`src/rtl/aliniere_mantise.sv`:
```
// Mantissa alignment: picks the larger-exponent operand and right-shifts the other 1 bit/cycle with G/R/S.
// Latency cnt+1 cycles (1..27); one op in flight, result held in DONE until out_ready.
module aliniere_mantise #(
   parameter int MAX_SHIFT = 26
) (
   input  logic        clk,
   input  logic        rst,
   input  logic        in_valid,
   output logic        in_ready,
   input  logic [15:0] exponenti,
   input  logic [45:0] fractii,
   output logic        out_valid,
   input  logic        out_ready,
   output logic [7:0]  exponent,
   output logic        sel_b,
   output logic [23:0] mantisa_mare,
   output logic [26:0] mantisa_aliniata
);

   typedef enum logic [1:0] {IDLE, SHIFT, DONE} state_t;

   localparam logic [7:0] MAX_D   = 8'(MAX_SHIFT);
   localparam logic [4:0] MAX_CNT = 5'(MAX_SHIFT);

   state_t      state, state_next;
   logic [4:0]  cnt;
   logic [7:0]  exp_a, exp_b, diff;
   logic [23:0] mant_a, mant_b;
   logic        a_mai_mare;
   logic [4:0]  cnt_in;

   assign exp_a      = exponenti[15:8];
   assign exp_b      = exponenti[7:0];
   assign mant_a     = {|exp_a, fractii[45:23]};
   assign mant_b     = {|exp_b, fractii[22:0]};
   assign a_mai_mare = exp_a > exp_b;
   assign diff       = a_mai_mare ? (exp_a - exp_b) : (exp_b - exp_a);
   assign cnt_in     = (diff >= MAX_D) ? MAX_CNT : diff[4:0];

   always_ff @(posedge clk) begin
      if (rst) state <= IDLE;
      else     state <= state_next;
   end

   always_comb begin
      state_next = state;
      in_ready   = 1'b0;
      out_valid  = 1'b0;
      case (state)
         IDLE: begin
            in_ready = 1'b1;
            if (in_valid) state_next = (cnt_in == 5'd0) ? DONE : SHIFT;
         end
         SHIFT: begin
            if (cnt == 5'd1) state_next = DONE;
         end
         DONE: begin
            out_valid = 1'b1;
            if (out_ready) state_next = IDLE;
         end
         default: state_next = IDLE;
      endcase
   end

   // Datapath: loads on accept, shifts in SHIFT, otherwise holds (including after handoff).
   always_ff @(posedge clk) begin
      if (rst) begin
         exponent         <= '0;
         sel_b            <= 1'b0;
         mantisa_mare     <= '0;
         mantisa_aliniata <= '0;
         cnt              <= '0;
      end else begin
         case (state)
            IDLE: begin
               if (in_valid) begin
                  exponent         <= a_mai_mare ? exp_a : exp_b;
                  sel_b            <= ~a_mai_mare;
                  mantisa_mare     <= a_mai_mare ? mant_a : mant_b;
                  mantisa_aliniata <= {(a_mai_mare ? mant_b : mant_a), 3'b000};
                  cnt              <= cnt_in;
               end
            end
            SHIFT: begin
               mantisa_aliniata <= {1'b0, mantisa_aliniata[26:2],
                                    mantisa_aliniata[1] | mantisa_aliniata[0]};
               cnt              <= cnt - 5'd1;
            end
            default: ;
         endcase
      end
   end

endmodule

```
`config.mk`:
```
export PLATFORM = sky130hd
export DESIGN_NAME = aliniere_mantise
export DESIGN_NICKNAME = d
export VERILOG_FILES = /design/src/rtl/aliniere_mantise.sv
export SDC_FILE = /design/constraint.sdc
export NUM_CORES = 1
export LEC_CHECK = 0
export BUFFER_PORTS_ARGS = -buffer_cell sky130_fd_sc_hd__buf_2
export CORE_AREA = 2 2 104 106
export DETAILED_ROUTE_END_ITERATION = 16
export DIE_AREA = 0 0 106 108
export PLACE_DENSITY = 0.6
export RECOVER_POWER = 25
export SETUP_SLACK_MARGIN = 0.02
export SLEW_MARGIN = 15
export SYNTH_ARGS = -nofsm -noshare
export SYNTH_HDL_FRONTEND = slang
export SYNTH_SLANG_ARGS = --single-unit
```
`constraint.sdc`:
```
create_clock -name clk -period 4.1 [get_ports clk]
set_input_delay 0 -clock clk [delete_from_list [all_inputs] [get_ports clk]]
set_output_delay 0 -clock clk [all_outputs]
set_load 0.03 [all_outputs]
```
==> results of run 1 <==
==> report_power, final <==
group	leakage, nW	total, mW	switching (mW)	internal [mW]
sequential	0.553	0.771	0.0489	0.722
combinational	1.82	0.771	0.480	0.292
clock	0.106	0.611	0.270	0.341
total	2.48	2.15	0.798	1.36
==> layout by cell type (no fill, tap or decap), types with 2 or more instances in the layout <==
cell type and count:
a21bo_2 2, a21o_1 3, a21o_2 2, a21oi_1 39
a221oi_1 27, a311oi_1 32, a31oi_1 2, and2_1 2
buf_2 95, buf_4 7, bufinv_16 2, clkbuf_1 32
clkbuf_8 9, dfxtp_1 67, dlygate4sd3_1 63, fa_1 2
ha_1 17, inv_1 23, mux2_2 2, mux2i_1 4
nand2_1 123, nand2b_1 3, nand3_1 12, nand3b_1 2
nand4_1 3, nor2_1 63, nor2b_1 3, nor3_1 5
nor3b_1 3, nor4_1 5, nor4b_1 4, o211ai_1 2
o21ai_0 4, o22ai_1 2, o311a_1 3, xor2_1 6
==> registers in the layout, indices dropped and copies added, names as in the netlist <==
| register | cells |
|---|---|
| mantisa_aliniata | 27 |
| mantisa_mare | 24 |
| exponent | 8 |
| cnt | 5 |
| state | 2 |
| sel_b | 1 |
==> cells by family (layout without fill, tap and decap cells) <==
kind of cell    Yosys count  count (layout)  share of synthesized area, %
fa+ha+maj                19              19                          6.29
xor+xnor                  6               6                          1.31
compound gates          135             135                          26.0
buf+inv                  63             235                          6.76
mux                       6               6                          1.56
simple gates            234             234                          24.8
flops                    67              67                          33.4
==> stage by stage <==
stage / total power [mW] / utilization, % / worst slack [ns]
after detailed placement: 1.49 / 46.0 / 1.07
after floorplan: 1.30 / - / 1.85
final: 2.15 / 53.9 / 0.603
after CTS: 2.17 / 54.3 / 0.685
after global placement: 1.48 / 46.0 / 1.25
after global routing: 2.28 / 53.9 / 0.254
==> layer usage <==
metal  GRT usage, %  up-vias  wire length, um
met5              0        -                0
met2           34.9      130             5600
met3           3.80       20              649
li1               -     2237                -
met4           8.36        0              242
met1           28.4     2031             5750
==> worst max-delay path by stage <==
stage	end	start	slack, ns	cells past startpoint
after floorplan	cnt[2]	exponenti[4]	1.85	9
after global placement	cnt[2]	exponenti[5]	1.25	10
after detailed placement	state[0]	exponenti[5]	1.07	10
after CTS	mantisa_mare[16]	exponenti[5]	0.68	11
after global routing	mantisa_mare[17]	exponenti[5]	0.25	11
final	mantisa_mare[17]	exponenti[5]	0.60	11
==> cell type report <==
type / instances / area, um2
clock buffers: 9 / 124
multi-input cells: 400 / 2420
flip-flops and latches: 67 / 1340
fillers: 1012 / 4720
clock inverters: 6 / 90.1
inverters: 23 / 86.3
well taps: 136 / 170
repair buffers: 197 / 1280
==> worst max-delay path: cells and delay by family <==
kind / cells / cell delay [ns]
adder cells (fa/ha/maj): 1 / 0.52
AND/OR/NAND/NOR: 2 / 0.44
AO/OA/AOI/OAI: 3 / 1.05
buffers and inverters: 5 / 1.75
==> impl_metrics.yaml, run 1 <==
timing:
  setup_viol: 0
  fmaxAchievable_mhz: 286
  rsz0062_at_grt: "no"
  finalHoldViolCount: 0
  slew_headroom_pct: 24.2
  fin_skew_ns: 0.0143
  tightest_slew_ns: 1.13
  hold_slack_ns: 0.0196
  drv_slew: 0
  finalSetupTns_ns: 0
  fin_crit_ns: 3.50
  min_period_over_period_pct: 85.3
clock_tree:
  cts_sinks: 67
  ctsResizeCount: 0
  numCtsBuffers: 9
  cts_buffer_depth: 2
  cts_tree: "built"
  cts_setup_buffers: 0
  clkTransAtPathRegs_ns: 0.08
  cts_root_buf: "clkbuf_8"
  htreeDepth: 3
  clkLatencyLatePin_ns: 0.34
  ctsHoldBuffers: 63
worst_setup_path:
  r2r_start: "state[0]"
  crit_type: "in -> reg"
  path_cells: "dlygate4sd3_1 > buf_2 > inv_1 > ha_1 > nand4_1 > a21oi_2 > o22a_2 > buf_4 > nand2_1 > a311oi_1 > dlygate4sd3_1"
  rrSetupSlack_ns: 1.48
  end_kind: "register"
  crit_top_cell: "dlygate4sd3_1"
  worst_path_largest_cell_delay_ns: 0.60
  slowest_stage: "dlygate4sd3_1"
  reg2reg_depth: 6
  cp.arrival_ns: 3.78
  critical_path_required_ns: 4.38
  worstPathMaxFanout: 40
  start_kind: "primary input"
  r2r-end: "mantisa_mare[15]"
global_route:
  grt-ovfl-total: 0
  grt_pass1_wl_mm: 20.0
  antenna_found_initial: 0
  grt_max_degree: 67
  grt.total_usage_pct: 21.4
  grt_pass1_vias: 4178
layout:
  nets: 783
  area_growth_pct: 37.1
  stdcell_area_um2: 5510
  finalNonFillerCells: 838
  drive_above_1_share_pct: 19.1
  antennaDiodeCount: 0
hold_path:
  min_to: "cnt[4]"
  hold_class: "in -> reg"
  hold_path_depth: 4
  hold_start: "rst"
status:
  status: "completed"
synth:
  synth.largest_area_cell: "dfxtp_1"
  async_flop_share_pct: 0
  synth_area_per_cell_um2: 7.58
  syn_inst: 530
  synth.most_common_cell: "nand2_1"
  syn-num-nets: 615
  ys_top_cells_by_count: "nand2_1 (123), dfxtp_1 (67), nor2_1 (64)"
  synthTopCellsByArea: "dfxtp_1 (33%), nand2_1 (11%), a311oi_1 (7.0%)"
  syn-cell-area_um2: 4020
  synth_edf_count: 0
  synth_warnings: 0
  yosysUniqueCellTypes: 55
  ys_ff_latch: 67
  synth-main-ff-cell: "dfxtp_1"
  yosysTopAreaCellShare_pct: 33.4
  synth_seq_area_share_pct: 33.4
die:
  die_y_um: 108
  boundaryPins: 128
  initial_utilization_pct: 39.3
  fp.dieArea_um2: 11400
  die_w_um: 106
  row_count: 37
  coreArea_um2: 10200
drt:
  wl_mm: 12.2
  via_per_inst: 5.27
  drc: 0
  drtPass1Iterations: 4
  vias: 4418
  drt-initial-drc-count: 184
  ant_nets: 0
  routedWlPerCell_um: 14.6
flow_run:
  max-cap-violations: 0
placed_design:
  place.detailed.hpwl_mm: 8.05
  gp_congestion: 0.844
  placed_area_um2: 4710
  io_buffers: 127
  dp.cells: 760
pwr:
  leakagePower_nw: 2.48
  power_density_nw_per_um2: 391
  peakVddDrop_mv: 0.199
(Power assumes the default switching activity.)
==> inputs of run 2 (changes only) <==
Settings changed: BUFFER_PORTS_ARGS -buffer_cell sky130_fd_sc_hd__buf_2 to -buffer_cell sky130_fd_sc_hd__buf_4, CTS_CLUSTER_SIZE set to 8.
==> run 2 against run 1 <==
  * Register-to-register slack got worse by 0.14 ns
  * Flip-flop and latch count unchanged
  * Sequential share of layout area decreased by 0.87 points
  * Cell count decreased by 0.12%
  * Wire length increased by 5.1%
  * Via count increased by 1.8%
  * Fmax decreased by 3.1%
  * Power decreased by 0.29%
  * Combinational power increased by 5.2%
  * Sequential power about the same
  * Clock power decreased by 7.7%
  * Core utilization increased by 2.0 points
==> impl_metrics.yaml, run 2 (synthesis results as in run 1) <==
status:
  status: "completed"
worst_setup_path:
  start_kind: "primary input"
  slowest_stage: "dlygate4sd3_1"
  critical_path_required_ns: 4.38
  cp.arrival_ns: 3.89
  reg2reg_depth: 6
  end_kind: "register"
  path_cells: "dlygate4sd3_1 > buf_4 > inv_1 > ha_1 > nand4_1 > a21oi_2 > o22a_2 > buf_4 > nand2_1 > a311oi_1 > dlygate4sd3_1"
  rrSetupSlack_ns: 1.34
  worst_path_largest_cell_delay_ns: 0.60
  r2r-end: "mantisa_mare[20]"
  r2r_start: "state[0]"
  setup.worst_path.start: "exponenti[5]"
  crit_type: "in -> reg"
  worstPathMaxFanout: 34
drt:
  wl_mm: 12.9
  drt-initial-drc-count: 212
  via_per_inst: 5.37
  drc: 0
  vias: 4497
  drtPass1Iterations: 5
  routedWlPerCell_um: 15.4
  ant_nets: 0
global_route:
  antenna_found_initial: 0
  grt_pass1_vias: 4202
  grt_pass1_wl_mm: 20.3
  grt-ovfl-total: 0
  grt.total_usage_pct: 22.0
  grt_max_degree: 68
layout:
  drive_above_1_share_pct: 19.0
  largest_register: "mantisa_aliniata"
  multi_input_area_um2: 2420
  area_growth_pct: 42.2
  finish.utilization_pct: 55.9
  nets: 781
  area.sequential_um2: 1340
  fillers: 984
  antennaDiodeCount: 0
  layout_common_cells: "nand2_1 (122), buf_4 (100), dfxtp_1 (67), nor2_1 (63), dlygate4sd3_1 (63)"
  largest_registers: "mantisa_aliniata (27), mantisa_mare (24), exponent (8)"
  layout_commonest_cell: "nand2_1"
  largest_reg_flops: 27
clock_tree:
  numCtsBuffers: 9
  cts_tree: "built"
  clkTransAtPathRegs_ns: 0.08
  htreeDepth: 3
  clkLatencyLatePin_ns: 0.35
  cts_root_buf: "clkbuf_8"
  cts_sinks: 67
  cts_buffer_depth: 2
die:
  coreArea_um2: 10200
  boundaryPins: 128
  initial_utilization_pct: 39.3
  die_w_um: 106
  fp.dieArea_um2: 11400
  die_y_um: 108
  row_count: 37
placed_design:
  place.detailed.hpwl_mm: 8.61
  io_buffers: 127
  gp_congestion: 0.857
pwr:
  pwr-share-seq_pct: 36.0
  leakagePower_nw: 2.52
  switchingPower_mw: 0.820
  netSwitchingFraction_pct: 38.2
  power_frac_comb_pct: 37.8
  intPower_mw: 1.33
  peakVddDrop_mv: 0.188
  power_density_nw_per_um2: 376
  p_clk_share_pct: 26.3
timing:
  rsz0062_at_grt: "no"
  fin_skew_ns: 0.0117
  min_period_over_period_pct: 88.0
  fin_crit_ns: 3.61
  fmaxAchievable_mhz: 277
  finalSetupTns_ns: 0
  tightest_slew_ns: 0.748
  setup_viol: 0
  finalHoldViolCount: 0
  drv_slew: 0
  slew_headroom_pct: 50.2
hold_path:
  hold_path_depth: 5
  min_to: "mantisa_aliniata[13]"
  hold_class: "in -> reg"
  hold_start: "fractii[10]"
flow_run:
  max-cap-violations: 0
-- run 2: cell types whose count changed in the layout (fill, tap and decap cells not counted) --
cell,delta
buf_2,-95
buf_4,+93
bufinv_16,-1
clkbuf_1,+1
clkinv_2,+1
nand2_1,-1
nand2_2,+1
-- run 2: what timing repair did --
item / CTS / global route
setup buffers: 0 / 0
hold buffers: 63 / 0
hold endpoints to repair: 32 / 0
resized for setup: 0 / 0
-- run 2: how the worst max path moves through the flow --
stage | endpoint | slack (ns) | depth (start not counted)
6_report | mantisa_mare[4] | 0.49 | 11
3_3_place_gp | cnt[3] | 1.18 | 12
3_5_place_dp | cnt[2] | 1.02 | 10
5_1_grt | mantisa_mare[17] | 0.29 | 11
4_1_cts | mantisa_mare[3] | 0.61 | 11
2_1_floorplan | cnt[2] | 1.85 | 9
-- run 2: per-stage QoR --
stage	hold WS (ns)	instance area, um2	total power [mW]	setup WS (ns)	cells
final	0.0509	5720	2.15	0.491	837
after global routing	0.0496	5720	2.27	0.295	837
after CTS	0.0446	5830	2.18	0.614	837
after detailed placement	0.292	5010	1.55	1.02	758
after global placement	0.284	5010	1.54	1.18	758
after floorplan	0.159	4020	1.30	1.85	530
-- run 2: power groups by stage --
stage | Combinational [mW] | Sequential [mW] | Clock (mW)
floorplan | 0.400 | 0.896 | 0
global placement | 0.755 | 0.786 | 0
detailed placement | 0.765 | 0.788 | 0
CTS | 0.837 | 0.773 | 0.573
global route | 0.885 | 0.782 | 0.607
finish | 0.811 | 0.772 | 0.564
-- run 2: cell type report --
class	instances	area share, %
Clock inverter	6	1.14
Clock buffer	10	2.23
Multi-Input combinational cell	400	42.4
Inverter	23	1.51
Tap cell	136	2.98
Sequential cell	67	23.5
Timing Repair Buffer	195	26.3
-- run 2: worst max-delay path, delay by kind of cell --
family	cells	cell delay [ns]
adders and majority gates	1	0.52
buffers and inverters	5	1.75
and+or+nand+nor	2	0.44
AOI/OAI and AO/OA	3	1.17
-- run 2: layer usage --
layer	global-route usage, %	wire, um	part of all wire [%]
met5	0	0	0
met4	7.24	201	1.6
met3	3.92	711	5.5
met2	36.9	6050	47
met1	28.7	5910	46
